### config.mk
export PLATFORM = sky130hd
export DESIGN_NAME = sdram_cfg_regfile
export DESIGN_NICKNAME = d
export VERILOG_FILES = /design/src/rtl/sdram_cfg_regfile.sv
export SDC_FILE = /design/constraint.sdc
export NUM_CORES = 1
export LEC_CHECK = 0
export ABC_CLOCK_PERIOD_IN_PS = 8200
export BUFFER_PORTS_ARGS = -buffer_cell sky130_fd_sc_hd__buf_2
export CELL_PAD_IN_SITES_DETAIL_PLACEMENT = 0
export CELL_PAD_IN_SITES_GLOBAL_PLACEMENT = 1
export CORE_MARGIN = 2
export CORE_UTILIZATION = 45
export CTS_BUF_LIST = sky130_fd_sc_hd__clkbuf_4 sky130_fd_sc_hd__clkbuf_8
export CTS_CLUSTER_SIZE = 25
export DETAILED_ROUTE_END_ITERATION = 7
export GPL_ROUTABILITY_DRIVEN = 0
export GPL_TIMING_DRIVEN = 0
export HOLD_SLACK_MARGIN = 0.12
export PLACE_DENSITY = 0.95
export REMOVE_ABC_BUFFERS = 1
export SKIP_CTS_REPAIR_TIMING = 1
export SLEW_MARGIN = 20
export SYNTH_ARGS = -nofsm -noshare
export SYNTH_HDL_FRONTEND = slang
export SYNTH_SLANG_ARGS = --single-unit
### constraint.sdc
create_clock -name Clk -period 8.2 [get_ports Clk]
set_input_delay 1.64 -clock Clk [delete_from_list [all_inputs] [get_ports Clk]]
set_output_delay 1.64 -clock Clk [all_outputs]
set_load 0.02 [all_outputs]
### src/rtl/sdram_cfg_regfile.sv
// rtl/sdram_cfg_regfile.sv - per-bank SDRAM mode/timing register file with tMRD guard
// Optional readback port enabled by defining SDRAM_CFG_READBACK_EN.
module sdram_cfg_regfile #(
    parameter int NUM_BANKS    = 4,
    parameter int BANK_SEL_W   = 2,
    parameter int TIMING_WIDTH = 8,
    parameter int LAT_WIDTH    = 4,
    parameter int TMRD         = 2
) (
    input  logic                                  Clk,
    input  logic                                  Rst,
    input  logic                                  CS,
    input  logic                                  RAS,
    input  logic                                  CAS,
    input  logic                                  WeIn,
    input  logic [31:0]                           AddrIn,
    input  logic [BANK_SEL_W-1:0]                 BankSel,
    input  logic                                  MrsErrClr,
    input  logic                                  RdEn,
    input  logic [BANK_SEL_W-1:0]                 RdBank,
    output logic [NUM_BANKS*8-1:0]                TBurst,
    output logic [NUM_BANKS*3-1:0]                TBurstCfg,
    output logic [NUM_BANKS-1:0]                  AddrMode,
    output logic [LAT_WIDTH-1:0]                  TLat,
    output logic [TIMING_WIDTH-1:0]               TPre,
    output logic [TIMING_WIDTH-1:0]               TWait,
    output logic [TIMING_WIDTH-1:0]               TCas,
    output logic [NUM_BANKS*(TIMING_WIDTH+2)-1:0] TRas,
    output logic                                  Locked,
    output logic                                  Busy,
    output logic                                  MrsErr,
    output logic [31:0]                           RdData,
    output logic                                  RdValid
);

    localparam int TRAS_W = TIMING_WIDTH + 2;
    localparam int CNT_W  = $clog2(TMRD + 1);

    typedef enum logic {
        ST_IDLE = 1'b0,
        ST_BUSY = 1'b1
    } state_t;

    state_t                               state_q, state_d;
    logic [CNT_W-1:0]                     cnt_q, cnt_d;
    logic [NUM_BANKS-1:0][2:0]            cfg_q, cfg_d;
    logic [NUM_BANKS-1:0][7:0]            burst_q, burst_d;
    logic [NUM_BANKS-1:0]                 amode_q, amode_d;
    logic [LAT_WIDTH-1:0]                 lat_q, lat_d;
    logic [TIMING_WIDTH-1:0]              tpre_q, tpre_d;
    logic [TIMING_WIDTH-1:0]              twait_q, twait_d;
    logic [TIMING_WIDTH-1:0]              tcas_q, tcas_d;
    logic                                 locked_q, locked_d;
    logic                                 err_q, err_d;
    logic [NUM_BANKS-1:0][TRAS_W-1:0]     tras_q, tras_d;

    logic mrs;
    logic busy;
    logic accept;

    function automatic logic [7:0] burst_decode(input logic [2:0] code);
        if (code == 3'd7) begin
            burst_decode = 8'd255;
        end else begin
            burst_decode = 8'd1 << code;
        end
    endfunction

    assign mrs    = ~CS & ~RAS & ~CAS & ~WeIn;
    assign busy   = (state_q == ST_BUSY);
    assign accept = mrs & ~busy;

    // A command that arrives inside the window neither restarts nor extends it.
    always_comb begin
        state_d = state_q;
        cnt_d   = cnt_q;
        if (state_q == ST_IDLE) begin
            if (accept) begin
                state_d = ST_BUSY;
                cnt_d   = CNT_W'(TMRD);
            end
        end else begin
            if (cnt_q <= CNT_W'(1)) begin
                state_d = ST_IDLE;
                cnt_d   = '0;
            end else begin
                cnt_d = cnt_q - CNT_W'(1);
            end
        end
    end

    always_comb begin
        cfg_d    = cfg_q;
        burst_d  = burst_q;
        amode_d  = amode_q;
        lat_d    = lat_q;
        tpre_d   = tpre_q;
        twait_d  = twait_q;
        tcas_d   = tcas_q;
        locked_d = locked_q;
        err_d    = err_q;
        if (accept) begin
            cfg_d[BankSel]   = AddrIn[2:0];
            burst_d[BankSel] = burst_decode(AddrIn[2:0]);
            amode_d[BankSel] = AddrIn[3];
            if (!locked_q) begin
                lat_d    = AddrIn[4 +: LAT_WIDTH];
                tpre_d   = TIMING_WIDTH'(AddrIn[15:8]);
                twait_d  = TIMING_WIDTH'(AddrIn[23:16]);
                tcas_d   = TIMING_WIDTH'(AddrIn[31:24]);
                locked_d = 1'b1;
            end
        end
        if (mrs && busy) begin
            err_d = 1'b1;
        end else if (MrsErrClr) begin
            err_d = 1'b0;
        end
        for (int b = 0; b < NUM_BANKS; b++) begin
            tras_d[b] = TRAS_W'(tcas_q) + TRAS_W'(burst_q[b]) + TRAS_W'(twait_q);
        end
    end

    always_ff @(posedge Clk or posedge Rst) begin
        if (Rst) begin
            state_q  <= ST_IDLE;
            cnt_q    <= '0;
            cfg_q    <= '0;
            burst_q  <= {NUM_BANKS{8'd1}};
            amode_q  <= '0;
            lat_q    <= '0;
            tpre_q   <= '0;
            twait_q  <= '0;
            tcas_q   <= '0;
            locked_q <= 1'b0;
            err_q    <= 1'b0;
            tras_q   <= '0;
        end else begin
            state_q  <= state_d;
            cnt_q    <= cnt_d;
            cfg_q    <= cfg_d;
            burst_q  <= burst_d;
            amode_q  <= amode_d;
            lat_q    <= lat_d;
            tpre_q   <= tpre_d;
            twait_q  <= twait_d;
            tcas_q   <= tcas_d;
            locked_q <= locked_d;
            err_q    <= err_d;
            tras_q   <= tras_d;
        end
    end

    assign TBurst    = burst_q;
    assign TBurstCfg = cfg_q;
    assign AddrMode  = amode_q;
    assign TLat      = lat_q;
    assign TPre      = tpre_q;
    assign TWait     = twait_q;
    assign TCas      = tcas_q;
    assign TRas      = tras_q;
    assign Locked    = locked_q;
    assign Busy      = busy;
    assign MrsErr    = err_q;

`ifdef SDRAM_CFG_READBACK_EN
    logic        rd_valid_q, rd_valid_d;
    logic [31:0] rd_data_q, rd_data_d;

    // Sampled from pre-edge contents, so a read alongside an MRS sees the old values.
    always_comb begin
        rd_valid_d = RdEn;
        rd_data_d  = rd_data_q;
        if (RdEn) begin
            rd_data_d                = '0;
            rd_data_d[2:0]           = cfg_q[RdBank];
            rd_data_d[3]             = amode_q[RdBank];
            rd_data_d[4 +: LAT_WIDTH] = lat_q;
            rd_data_d[15:8]          = 8'(tpre_q);
            rd_data_d[23:16]         = 8'(twait_q);
            rd_data_d[31:24]         = 8'(tcas_q);
        end
    end

    always_ff @(posedge Clk or posedge Rst) begin
        if (Rst) begin
            rd_valid_q <= 1'b0;
            rd_data_q  <= '0;
        end else begin
            rd_valid_q <= rd_valid_d;
            rd_data_q  <= rd_data_d;
        end
    end

    assign RdValid = rd_valid_q;
    assign RdData  = rd_data_q;
`else
    logic unused_rd;
    assign unused_rd = ^{RdEn, RdBank};
    assign RdValid   = 1'b0;
    assign RdData    = '0;
`endif

endmodule
==> metrics.md, run 1 <==
| Metric | Value |
|---|---|
| Commonest non-fill, non-tap cell in the layout | buf_2 |
| Vias in the first global route | 4448 |
| Share of layout cells above drive strength 1 | 0.3816 |
| Nets | 779 |
| Pre-CTS setup slack | 4.374 ns |
| Max-slew violation count | 0 |
| Register bit total from synthesis | 121 |
| Cells after Synth | 505 |
| Syn Std Cell Area | 6401 um2 |
| Placed Cells | 832 |
| Non-filler cells, final | 864 |
| Initial antenna violation count | 0 |
| PnR Total Power | 0.003209 W |
| Crit path capture type | flop |
| Post-synthesis simple-gate area fraction | 0.05805 |
| Worst vdd rail ir drop | 151.3 uV |
| DRT Pass-1 Iters | 4 |
| Relative slew margins | 0.2929 |
| Total grt overflow | 0 |
| Setup TNS | 0 ns |
| Die area | 15190 um2 |
| Crit-path cells | buf_2 -> nor4_1 -> nand4b_1 -> mux2_2 |
| First-pass GRT wire length | 23.02 mm |
| Max FO, Critical Path | 20 |
| PnR worst setup slack | 4.793 ns |
| Routed vias | 4317 |
| Starting Density | 0.4612 |
| CTS root buffer | clkbuf_8 |
| Area grow syn2layout | 19.78% |
| H-tree levels | 4 |
| Num CTS Buffers | 17 |
| Largest family of logic cells by synthesized area | adder cells |
| # IOs | 196 |
| Worst Tran Pin Value | 1.055 ns |
| All-Layer GR Usage | 0.2064 |
| Drt drc | 0 |
| Crit path max-delay cell type | nand4b_1 |
| Adder-cell share of the synthesized area | 0.1673 |
| Multi-input logic area | 3015 um2 |
| Hold crit path type | flop to flop |
| Maxcap violations | 0 |
| WP data arrival | 3.73 ns |
| Crit path launch | WeIn |
| Synth Area in XOR/XNOR | 0.02600 |
| Post-Syn Area per Cell | 12.68 um2 |
| Synth warn | 0 |
| Worst r2r src | TWait[1]$_DFFE_PP0P_ |
| Final setup viols | 0 |
| Core Region | 13880 um2 |
| EDFF count, synth | 0 |
| Most frequent cells in the layout | buf_2 (159), dfrtp_1 (117), o21ai_0 (38), mux2_2 (36), fa_1 (36) |
| Leakage | 4.032 nW |
| Die height | 123.3 um |
| Main flop type after synthesis | dfrtp_1 |
| Sequential area share after synthesis | 0.4738 |
| Clock skew | 0.01203 ns |
| Clock sink count | 121 |
| Die Wd | 123.3 um |
| Largest net degree at the start of global routing | 72 |
| Hold WS | 0.5013 ns |
| FMAX | 0.2936 GHz |
| WL final | 14.82 mm |
| FP Rows | 43 |
| Req. time, crit path | 8.53 ns |
| Multiplexer area fraction after synthesis | 0.1134 |
| DRT iter0 DRCs | 212 |
| Post-DRT Antenna Nets | 0 |
| Detailed Place HPWL | 11.03 mm |
| Longest Clk Path Bufs | 2 |
| Register area | 3033 um2 |
| Asr flop ratio synth | 1.000 |
| Clock slew at the register clock pins of the worst setup and hold paths | 0.06 ns |
| Synth Area in Compound Gates | 0.08679 |
| Type of origin of the critical path | input pin |
| Final period utilization | 0.4154 |
| Minimum clock period | 3.407 ns |
| Inserted Diodes | 0 |
| Vias per cell | 4.997 |
| RSZ-0062 raised after global routing | false |
| Distinct cells, synth | 43 |
| Final Hold Vio Count | 0 |
| DR WL/cell | 17.16 um |
| CP Class | input pin to flop |
| Clk_lat worst skew | 0.45 ns |
| IO Port Bufs | 159 |
| Worst Hold Launch | AddrMode[2]$_DFFE_PP0P_ |
| CTS tree | done |
| Fill count | 1206 |
| Pwr dens | 418.5 nW/um2 |
| Status | finished, final reports clean |
| Max incr delay on CP | 0.93 ns |
flip-flops by register name, summed over array words and instances (netlist names):
name and count:
TPre 8, TBurst 32, TWait 8, TLat 4, cnt_q 2, MrsErr 1
TRas 40, Busy 1, Locked 1, TCas 8, AddrMode 4, TBurstCfg 12
synthesized netlist by cell type (2+ instances only):
library cell | count | share of area
or3_1 | 2 | 0.0020
ha_1 | 28 | 0.055
buf_4 | 33 | 0.039
o21a_1 | 7 | 0.0082
a21oi_1 | 24 | 0.019
mux2_4 | 20 | 0.047
buf_6 | 2 | 0.0035
clkbuf_1 | 7 | 0.0041
buf_2 | 2 | 0.0016
nor4b_4 | 2 | 0.0074
buf_12 | 2 | 0.0063
xnor2_1 | 11 | 0.015
nand3b_1 | 2 | 0.0023
nor4_1 | 4 | 0.0039
and2_1 | 3 | 0.0029
nand2_1 | 28 | 0.016
dfrtp_1 | 117 | 0.46
a211oi_1 | 10 | 0.012
nor2b_1 | 2 | 0.0020
mux2_2 | 36 | 0.063
xor2_1 | 8 | 0.011
o21ai_0 | 38 | 0.030
o21bai_1 | 3 | 0.0035
inv_1 | 34 | 0.020
fa_1 | 36 | 0.11
a21o_1 | 7 | 0.0082
nor3_1 | 2 | 0.0016
or4_4 | 2 | 0.0035
nor2_1 | 14 | 0.0082
mux2i_1 | 2 | 0.0031
dfstp_2 | 4 | 0.016
o211ai_1 | 2 | 0.0023
cell type report:
type | count | share of cell area
sequential | 121 | 0.3956
multi-input combinational | 336 | 0.3933
timing repair buffer | 161 | 0.1100
clock buffer | 20 | 0.03508
tap | 180 | 0.02937
clock inverter | 12 | 0.01942
inverter | 34 | 0.01730
cells by family (layout without fill, tap and decap cells):
| family | after synthesis | after routing |
|---|---|---|
| AO/OA/AOI/OAI | 94 | 94 |
| XOR/XNOR | 19 | 19 |
| adder cells (fa/ha/maj) | 64 | 64 |
| buffers and inverters | 80 | 227 |
| flip-flops | 121 | 121 |
| multiplexers | 58 | 58 |
| other | 1 | 33 |
| AND/OR/NAND/NOR | 68 | 68 |
metrics by stage:
stage | cell area, um2 | utilization
floorplan | 6175 | -
global placement | 7196 | 0.5184
detailed placement | 7249 | 0.5223
CTS | 7667 | 0.5524
global route | 7667 | 0.5524
finish | 7667 | 0.5524
power by group:
group          internal, W  switching, W  leakage, nW
Combinational     0.000696      0.000960         2.31
Sequential        0.000821      0.000172         1.52
Clock             0.000318      0.000242        0.204
worst paths after layout:
check / slack [ns] / endpoint / depth (start not counted)
worst min-delay path: 0.50 / AddrMode[2]$_DFFE_PP0P_ / 1
max in group asynchronous: 6.27 / Locked$_DFFE_PP0P_ / 3
worst max-delay path: 4.79 / AddrMode[3]$_DFFE_PP0P_ / 4
worst max register to register: 5.47 / TRas[37]$_DFF_PP0_ / 8
min in group asynchronous: 1.22 / TRas[30]$_DFF_PP0_ / 2
worst min register to register: 0.50 / AddrMode[2]$_DFFE_PP0P_ / 1
per-layer routing:
layer	global-route usage	part of all wire	vias up
met1	0.2549	0.42	2113
li1	-	-	1998
met4	0.08026	0.026	0
met3	0.07242	0.077	28
met5	0	0	-
met2	0.3328	0.48	178
critical path, delay by kind of cell:
| kind | cells | cell delay, ns |
|---|---|---|
| muxes | 1 | 0.60 |
| and+or+nand+nor | 2 | 1.39 |
| buffers and inverters | 1 | 0.11 |
Note: power is estimated with default switching activity, not from simulation.
==> run 2, diff against run 1 <==
- ABC_CLOCK_PERIOD_IN_PS: 8200 -> 2800
- CORE_UTILIZATION: 45 -> 38
- PLACE_DENSITY: 0.95 -> 0.89
- clock period: 8.2 -> 2.8 ns (I/O delays scaled with it)
==> metrics.md, run 2 (same netlist as run 1, synthesis figures left out) <==
| Metric | Value |
|---|---|
| Gate power share | 0.514 (-0.002) |
| # IOs | 196 (unchanged) |
| DRT Pass-1 Iters | 4 (unchanged) |
| Req. time, crit path | 3.17 ns (-5.36 ns) |
| DRT iter0 DRCs | 183 (-14%) |
| Final period utilization | 0.9585 |
| Largest net degree at the start of global routing | 62 (-14%) |
| Hold crit path type | input pin to asynchronous set/reset pin |
| Starting Density | 0.3874 (-0.07378) |
| CP dominant cell by count | fa_1 |
| DR WL/cell | 16.49 um (-3.9%) |
| Crit-path cells | fa_1 -> ha_1 -> inv_1 -> fa_1 -> nor2b_1 -> o31a_1 -> or4b_2 -> nand3_1 |
| Crit path capture type | flop |
| Final Hold Vio Count | 0 (unchanged) |
| Die area | 17900 um2 (+18%) |
| Relative slew margins | 0.2994 (+0.006552) |
| Clock share of power | 0.171 (-0.003) |
| Longest Clk Path Bufs | 2 (unchanged) |
| Core Region | 16520 um2 (+19%) |
| Final setup viols | 0 (unchanged) |
| Detailed Place HPWL | 11.18 mm (+1.4%) |
| Routed vias | 4232 (-2.0%) |
| Commonest non-fill, non-tap cell in the layout | buf_2 |
| PnR Total Power | 0.009250 W (+190%) |
| Drt drc | 0 (unchanged) |
| Max incr delay on CP | 0.61 ns (-0.32 ns) |
| Num CTS Buffers | 17 (unchanged) |
| Pint | 0.005322 W (+190%) |
| Clock sink count | 121 (unchanged) |
| Type of origin of the critical path | flop |
| R2R setup slack | 0.12 ns (-5.35 ns) |
| Inserted Diodes | 0 (unchanged) |
| Worst Tran Pin Value | 1.045 ns (-0.009777 ns) |
| Status | finished, final reports clean |
| Leakage | 4.037 nW (+0.11%) |
| PnR worst setup slack | 0.1162 ns (-4.677 ns) |
| CP Buf/Inv Count | 1 (unchanged) |
| CTS tree | done |
| Vias in the first global route | 4215 (-5.2%) |
| Util after Layout | 0.4660 (-0.08633) |
| Switching power total | 0.003928 W (+190%) |
| Minimum clock period | 2.684 ns |
| First-pass GRT wire length | 23.47 mm (+2.0%) |
| Nets | 779 (unchanged) |
| Worst path top cell family by delay | adder cells |
| Clock slew at the register clock pins of the worst setup and hold paths | 0.07 ns (about the same) |
| WL final | 14.89 mm (+0.45%) |
| Pre-CTS setup slack | -0.01931 ns (-4.393 ns) |
| Clock skew | 0.01409 ns (+0.002058 ns) |
| FMAX | 0.3726 GHz |
| Area grow syn2layout | 20.31% |
| Clk_lat worst skew | 0.45 ns (about the same) |
| Post-DRT Antenna Nets | 0 (unchanged) |
| Share of layout cells above drive strength 1 | 0.3851 (+0.003487) |
| All-Layer GR Usage | 0.1751 (-0.03128) |
| CP Class | flop to flop |
| Max FO, Critical Path | 6 (-70%) |
| Switch share | 0.4246 (-0.003769) |
| Maxcap violations | 0 (unchanged) |
| RSZ-0062 raised after global routing | false |
| Largest register FFs | 40 (unchanged) |
| Hold WS | 0.1833 ns (-0.3180 ns) |
| Register share of total power | 0.315 (+0.005) |
| CTS root buffer | clkbuf_8 |
| Initial antenna violation count | 0 (unchanged) |
| Most frequent cells in the layout | buf_2 (159), dfrtp_1 (114), o21ai_0 (38), mux2_2 (36), fa_1 (36) |
| Die height | 133.8 um (+8.5%) |
| IO Port Bufs | 159 (unchanged) |
| H-tree levels | 4 (unchanged) |
| Crit path max-delay cell type | or4b_2 |
| Total grt overflow | 0 (unchanged) |
| Die Wd | 133.8 um (+8.5%) |
| Worst vdd rail ir drop | 467.8 uV (+210%) |
| WP data arrival | 3.06 ns (-0.67 ns) |
| Pwr dens | 1201 nW/um2 (+190%) |
| Vias per cell | 4.687 (-6.2%) |
| Max-slew violation count | 0 (unchanged) |
| FP Rows | 47 (+9.3%) |
## run 2: layer usage
layer,track usage,vias up,share of wire
li1,-,1984,-
met1,0.2228,2111,0.43
met2,0.2880,120,0.50
met3,0.05253,17,0.057
met4,0.05556,0,0.015
met5,0,-,0
## run 2: layout make-up
| class | count | area [um2] |
|---|---|---|
| Timing Repair Buffer | 161 | 843.3 |
| Multi-Input combinational cell | 336 | 3015 |
| Clock inverter | 8 | 93.84 |
| Clock buffer | 23 | 304.0 |
| Sequential cell | 121 | 3037 |
| Inverter | 34 | 132.6 |
| Tap cell | 220 | 275.3 |
| Fill cell | 1540 | 8823 |
## run 2: final timing paths
path                                         endpoint                   from  cells after the start
worst min register to register  TBurst[0]$_DFFE_PP1P_  TBurst[0]$_DFFE_PP1P_                      2
max in group asynchronous       TBurst[8]$_DFFE_PP1P_                    Rst                      3
min in group Clk                   MrsErr$_DFFE_PP0P_              MrsErrClr                      2
worst max register to register     TRas[37]$_DFF_PP0_   TWait[1]$_DFFE_PP0P_                      8
worst min-delay path                TRas[0]$_DFF_PP0_                    Rst                      2
worst max-delay path               TRas[37]$_DFF_PP0_   TWait[1]$_DFFE_PP0P_                      8
## run 2: metrics by stage
| step | cells | area [um2] | setup TNS, ns |
|---|---|---|---|
| floorplan | 491 | 6175 | -113.64 |
| global placement | 870 | 7246 | -293.53 |
| detailed placement | 872 | 7300 | -0.05967 |
| CTS | 903 | 7697 | -0.006558 |
| global route | 903 | 7701 | 0 |
| finish | 903 | 7701 | 0 |
## run 2: worst register-to-register path, stage by stage (launching register included)
cell and delay, ns:
dfrtp_2 0.49, fa_1 0.48, ha_1 0.27, inv_1 0.09, fa_1 0.21, nor2b_1 0.07
o31a_1 0.28, or4b_2 0.61, nand3_1 0.11
## run 2: power groups by stage
stage | clock (W) | sequential, W | combinational, W
3_3_place_gp | 0 | 0.00293 | 0.00471
4_1_cts | 0.00164 | 0.00293 | 0.00481
6_report | 0.00158 | 0.00291 | 0.00475
2_1_floorplan | 0 | 0.00357 | 0.00278
3_5_place_dp | 0 | 0.00296 | 0.00477
5_1_grt | 0.00172 | 0.00300 | 0.00535
